<file path="config.mk">
export PLATFORM = sky130hd
export DESIGN_NAME = irq_pending_arbiter_flat
export DESIGN_NICKNAME = d
export VERILOG_FILES = /design/src/rtl/irq_pending_arbiter_pkg.sv /design/src/rtl/irq_pending_arbiter_if.sv /design/src/rtl/irq_pending_arbiter_prio.sv /design/src/rtl/irq_pending_arbiter.sv /design/src/flat_wrapper.sv
export SDC_FILE = /design/constraint.sdc
export NUM_CORES = 1
export LEC_CHECK = 0
export ABC_AREA = 1
export BUFFER_PORTS_ARGS = -buffer_cell sky130_fd_sc_hd__buf_2
export CAP_MARGIN = 20
export CORE_AREA = 2 2 47 49
export DETAILED_ROUTE_END_ITERATION = 6
export DIE_AREA = 0 0 49 51
export GPL_TIMING_DRIVEN = 0
export PLACE_DENSITY = 0.79
export SYNTH_ARGS = -nofsm -noshare
export SYNTH_HDL_FRONTEND = slang
export SYNTH_SLANG_ARGS = --single-unit
</file>
<file path="constraint.sdc">
create_clock -name clk -period 2.75 [get_ports clk]
set_clock_uncertainty 0.15 [all_clocks]
set_input_delay 0.4125 -clock clk [delete_from_list [all_inputs] [get_ports clk]]
set_output_delay 0.4125 -clock clk [all_outputs]
set_load 0.05 [all_outputs]
</file>
<file path="src/rtl/irq_pending_arbiter_pkg.sv">
// Shared types and helpers for the pending-interrupt arbiter.
package irq_arb_pkg;

    localparam int N    = 8;
    localparam int IDXW = 3;

    typedef enum logic {
        IDLE,
        PRESENT
    } state_t;

    function automatic logic [N-1:0] onehot(input logic [IDXW-1:0] idx);
        logic [N-1:0] v;
        v      = '0;
        v[idx] = 1'b1;
        return v;
    endfunction

endpackage

</file>
<file path="src/rtl/irq_pending_arbiter_if.sv">
// Grant handshake bundle: registered index with valid/ready.
interface irq_pending_arbiter_if;
    import irq_arb_pkg::*;

    logic            out_valid;
    logic [IDXW-1:0] out_idx;
    logic            out_ready;

    modport master (
        output out_valid,
        output out_idx,
        input  out_ready
    );

    modport slave (
        input  out_valid,
        input  out_idx,
        output out_ready
    );

endinterface

</file>
<file path="src/rtl/irq_pending_arbiter_prio.sv">
// Combinational 8-to-3 priority encoder, highest set index wins.
module priority_encoder_8_3 (
    input  logic [7:0] in_vec,
    output logic [2:0] idx,
    output logic       valid
);

    always_comb begin
        idx   = 3'd0;
        valid = |in_vec;
        for (int i = 0; i < 8; i++) begin
            if (in_vec[i]) idx = i[2:0];
        end
    end

endmodule

</file>
<file path="src/rtl/irq_pending_arbiter.sv">
// Latches request rising edges into pending and serves them highest index first.
module irq_pending_arbiter
    import irq_arb_pkg::*;
(
    input  logic                  clk,
    input  logic                  rst,
    input  logic [N-1:0]          req,
    input  logic [N-1:0]          mask,
    irq_pending_arbiter_if.master grant,
    output logic [N-1:0]          pending,
    output logic                  overflow,
    output logic                  any_pending
);

    logic [N-1:0]    req_q;
    logic [N-1:0]    rise;
    logic [N-1:0]    clr;
    logic [N-1:0]    sel_in;
    logic [IDXW-1:0] sel_idx;
    logic            sel_valid;
    logic            hs;
    state_t          state;

    assign rise        = req & ~req_q;
    assign hs          = grant.out_valid & grant.out_ready;
    assign clr         = hs ? onehot(grant.out_idx) : '0;
    assign sel_in      = pending & mask;
    assign any_pending = |sel_in;

    priority_encoder_8_3 u_prio (
        .in_vec (sel_in),
        .idx    (sel_idx),
        .valid  (sel_valid)
    );

    // A rise on the bit being cleared wins, so the new event is kept.
    always_ff @(posedge clk or posedge rst) begin
        if (rst) begin
            req_q           <= '0;
            pending         <= '0;
            overflow        <= 1'b0;
            state           <= IDLE;
            grant.out_valid <= 1'b0;
            grant.out_idx   <= '0;
        end else begin
            req_q    <= req;
            pending  <= (pending & ~clr) | rise;
            overflow <= |(rise & pending & ~clr);
            unique case (state)
                IDLE: begin
                    if (sel_valid) begin
                        grant.out_idx   <= sel_idx;
                        grant.out_valid <= 1'b1;
                        state           <= PRESENT;
                    end
                end
                PRESENT: begin
                    if (grant.out_ready) begin
                        grant.out_valid <= 1'b0;
                        state           <= IDLE;
                    end
                end
            endcase
        end
    end

endmodule

</file>
<file path="src/flat_wrapper.sv">
// flat-port wrapper written by rule: the top's interface ports become plain ports
module irq_pending_arbiter_flat import irq_arb_pkg::*;
  (clk, rst, req, mask, pending, overflow, any_pending, grant_out_valid, grant_out_idx, grant_out_ready);
  irq_pending_arbiter_if grant_i ();
  input  logic clk;
  input  logic rst;
  input  logic [N-1:0] req;
  input  logic [N-1:0] mask;
  output logic [N-1:0] pending;
  output logic overflow;
  output logic any_pending;
  output wire logic [$bits(grant_i.out_valid)-1:0] grant_out_valid;
  output wire logic [$bits(grant_i.out_idx)-1:0] grant_out_idx;
  input wire logic [$bits(grant_i.out_ready)-1:0] grant_out_ready;
  assign grant_out_valid = grant_i.out_valid;
  assign grant_out_idx = grant_i.out_idx;
  assign grant_i.out_ready = grant_out_ready;
  irq_pending_arbiter u_core (.clk(clk), .rst(rst), .req(req), .mask(mask), .grant(grant_i), .pending(pending), .overflow(overflow), .any_pending(any_pending));
endmodule
</file>
# Word-level counts from Yosys, hierarchy flattened
# Cells that the tools add are included.
[totals] wordCells=41 regBits=22 out_inout_bits=14 inputBits=19
[classes] n_mux=16 reduce_logical=5 eq_ne=2 magnitude_cmp=2 bitwise_logic=10
[op_table] op="8-bit AND" n=5
[op_table] op="3-bit 2-to-1 mux" n=6
[op_table] op="8-bit NOT" n=2
[op_table] op="8-bit OR reduction" n=2
[op_table] op="8-bit 2-to-1 mux" n=1
[op_table] op="8-bit bitwise OR" n=1
[op_table] op="1-bit 2-to-1 mux" n=6
[op_table] op="3-bit by 4-bit < comparator with 1-bit output (second input constant)" n=1
[op_table] op="2-bit != test (second input constant)" n=2
[op_table] op="1-bit case mux with 2 select lines" n=2
[op_table] op="2-bit AND reduction" n=2
[op_table] op="1-bit demux with 3-bit select" n=1
[op_table] op="3-bit by 1-bit >= comparator with 1-bit output (second input constant)" n=1
[op_table] op="1-bit AND" n=1
[op_table] op="1-bit logical AND" n=1
[op_table] op="1-bit NOT" n=1

# Logic depth before layout (Yosys ltp)
[depth] depth_word=8 ltp_mapped=7 ltp_nobuf=7

# By module
# From an unflattened synthesis, not the netlist that was laid out.
[hier_totals] cells_unflattened=153 hier_area_um2=1072.3
[by_module_without_submodules] mod="irq_pending_arbiter" cells_per_inst=133 seq_area_each_um2=550.5 area_per_inst_um2=994.7 instances=1
[by_module_without_submodules] mod="priority_encoder_8_3" cells_per_inst=20 seq_area_each_um2=0.0 area_per_inst_um2=77.6 instances=1

# Least setup slack after synthesis
# Ideal clock, no wire load.
[synth_path] kind="reg-to-output" from="register u_core.pending[3]" to="output any_pending" stages_incl_launch_ff=5 path_slack_ns=1.019 t_required_ns=2.188 path_buffers=0 arrival_time_ns=1.169 cell_sequence="dfrtp_1 -> nand2_1 -> nand2_1 -> nor2_1 -> nand2_2"
[synth_via] elab_chain_cells=2
[synth_lines] item="from (decl)" line_no="irq_pending_arbiter.sv:10" rtl="output logic [N-1:0] pending,"
[synth_lines] item="from (signal assigned)" line_no="irq_pending_arbiter.sv:47" rtl="pending <= (pending & ~clr) | rise;"
[synth_lines] item="8-bit AND" line_no="irq_pending_arbiter.sv:27" rtl="assign sel_in = pending & mask;"
[synth_lines] item="8-bit OR reduction" line_no="irq_pending_arbiter.sv:28" rtl="assign any_pending = |sel_in;"
[synth_lines] item="to (decl)" line_no="flat_wrapper.sv:11" rtl="output logic any_pending;"
# Every way passes these cells.

# Worst setup path in the final report
[layout_path] from="register u_core.pending[2]" to="output any_pending"
# Same word-level chain as after synthesis.

==> key figures <==
Status
  – Status: complete, no violations

Worst setup path
  – CP max stage delay: 0.43 ns
  – R2r setup slk: 1.42 ns
  – Reg-to-Reg End: u_core.overflow
  – WP depth: 5
  – Crit path arrival time: 1.39 ns
  – Critical Path RT: 2.19 ns
  – CP top delay family: flip-flops
  – Startpoint Class: flip-flop
  – CP Class: reg2out
  – CP dominant cell by count: nand2_1
  – Reg2reg start: u_core.grant.out_idx[2]
  – Slowest CP cell: dfrtp_1
  – Crit path cell chain: nand2_1 > nand2_1 > nor2_1 > nand2_2 > buf_2
  – Worst Reg-to-Reg Cells: 7
  – CP startpoint: u_core.pending[2]
  – Crit end category: primary output
  – Setup crit end: any_pending
  – Worst-path maximum fanout: 4
  – CP bufs+invs: 1

Pwr
  – Power per Cell Area: 1040 nW/µm²
  – VDD IR max: 669 µV
  – Pleak: 0.000643 µW

Logic synthesis
  – Count of cell types in the netlist: 17
  – Seq/Total Area, Yosys: 56.1%
  – Cell count after synthesis: 109
  – Yosys warns: 0
  – Syn Nets: 128
  – Synth Register Bits: 22
  – Synth Cell Area: 982 µm²
  – Syn_area_per_cell: 9.01 µm²

Routing
  – # DRC: 0
  – Initial DRC count: 10
  – Wire per inst: 11.5 µm
  – Vias per inst: 5.01
  – Final wirelength: 1990 µm
  – DR vias: 866
  – 1st-pass router iterations: 4
  – Post-route ant nets: 0

Place
  – Routability cong.: 0.800
  – DP Worst Slack: 1.04 ns
  – Port bufs: 32
  – Post-DP HPWL: 1550 µm

Clocking
  – Worst-path clk slew: 0.12 ns
  – CTS Buffer Depth: 2
  – Clock Sinks: 22
  – Post-cts sizing count: 0
  – Clk Latency, worst-skew pair: 0.31 ns
  – Number of post-CTS setup repair buffers: 0
  – Total number of H-tree levels: 1
  – Clock Tree Root: clkbuf_4
  – CTS tree: done
  – CTS Buf Count: 3
  – CTS Hold Bufs: 0

GRT
  – Overflow after GRT: 0
  – Number of global-route vias before repair: 823
  – Largest net degree at the start of global routing: 23
  – First-pass GRT wire length: 3460 µm
  – Gr usage total: 18.5%
  – Antenna violations before repair: 0

Die
  – Die height: 51 µm
  – I/O pin count: 33
  – Die ar.: 2500 µm²
  – Starting Density: 47.6%
  – Site Rows: 17
  – Die W: 49 µm
  – Core footprint: 2060 µm²

STA
  – PnR worst setup slack: 0.796 ns
  – Endpoints failing setup: 0
  – Fmax achieved: 512 MHz
  – Crit share post-route: 71.0%
  – Tightest Pin Transition: 0.805 ns
  – Max_slew headroom: 46.3%
  – Max-slew violation count: 0
  – RSZ-0062 raised after global routing: false
  – Setup TNS Final: 0 ns
  – Hold Violations, Final: 0
  – Min Tclk post-route: 1.95 ns

Finish
  – Commonest non-fill, non-tap cell in the layout: buf_2
  – Share of cells above drive strength 1: 32.4%
  – Syn-to-layout area delta: 23.6%
  – Ant. Diodes: 0
  – Most frequent cells in the layout: buf_2, nand2_1, dfrtp_1
  – Final net count: 165

Run
  – Max-Cap Viols: 0

Worst hold path
  – HP Class: in2reg
==> metal layers <==
metal	share of wire, %	vias to the layer above	wire length (µm)	track usage (%)
li1	-	427	-	-
met1	44	414	883	22.0
met2	51	20	1010	32.4
met3	2.8	5	55	2.63
met4	2.1	0	42	10.5
met5	0	-	0	0
==> worst min path at each step <==
stage | start | endpoint | cells past startpoint
2_1_floorplan | rst | u_core.grant.out_idx[0] | 1
3_3_place_gp | u_core.req_q[1] | u_core.pending[1] | 1
3_5_place_dp | u_core.req_q[1] | u_core.pending[1] | 1
4_1_cts | req[1] | u_core.req_q[1] | 1
5_1_grt | req[1] | u_core.req_q[1] | 1
6_report | req[1] | u_core.req_q[1] | 1
==> flip-flops by register name (all words and copies together), names as in the netlist <==
signal / cells
u_core.req_q: 8
u_core.overflow: 1
u_core.grant.out_idx: 3
u_core.pending: 8
u_core.grant.out_valid: 1
u_core.state: 1
==> per-stage QoR <==
step	hold slack (ns)	util (%)	power (µW)	area, µm²	std cells
2_1_floorplan	0.252	-	951	982	109
4_1_cts	0.0644	58.8	1270	1210	173
3_3_place_gp	0.291	57.1	1080	1180	169
5_1_grt	0.0524	58.8	1350	1210	173
6_report	0.0626	58.8	1270	1210	173
3_5_place_dp	0.305	57.1	1100	1180	169
==> power breakdown <==
part / internal [µW] / total, µW / leakage (µW) / switching, µW
registers: 406 / 493 / 0.000233 / 86.5
logic: 159 / 596 / 0.000388 / 437
clock network: 80.9 / 179 / 0.0000210 / 97.8
total: 646 / 1270 / 0.000643 / 621
==> cells in the mapped netlist <==
cell type  number  area (µm²)
nand2_1        31         116
o21ai_0         3        15.0
a31oi_1         1        6.26
a22o_1          6        52.6
nand4_1         7        43.8
nor2_4          1        11.3
o21ai_1         1        5.00
a22o_2          1        10.0
inv_1          15        56.3
dfrtp_1        22         551
nand2_4         1        11.3
nand3_1         2        10.0
nor2_2          3        18.8
nor2_1          7        26.3
a21oi_2         1        8.76
nand2_2         4        25.0
a21oi_1         3        15.0
==> worst reg2reg max path: cells and delay by family, from the launching register on <==
family                 cells  cell delay (ns)
DFF                        1             0.46
buffers and inverters      1             0.06
and+or+nand+nor            6             0.57
==> kinds of logic (layout without fill, tap and decap cells) <==
logic type             count (synthesis)  after routing  share of synthesized area (%)
AO/OA/AOI/OAI                         16             16                           11.5
buffers and inverters                 15             51                           5.73
flip-flops                            22             22                           56.1
AND/OR/NAND/NOR                       56             56                           26.8
==> final cells by class <==
| cell class | instances | area (µm²) |
|---|---|---|
| clock buffers | 4 | 36.3 |
| fillers | 191 | 850 |
| inverters | 15 | 56.3 |
| multi-input cells | 72 | 375 |
| flip-flops and latches | 22 | 551 |
| well taps | 28 | 35.0 |
| repair buffers | 32 | 160 |
Note: power is estimated with default switching activity, not from simulation.
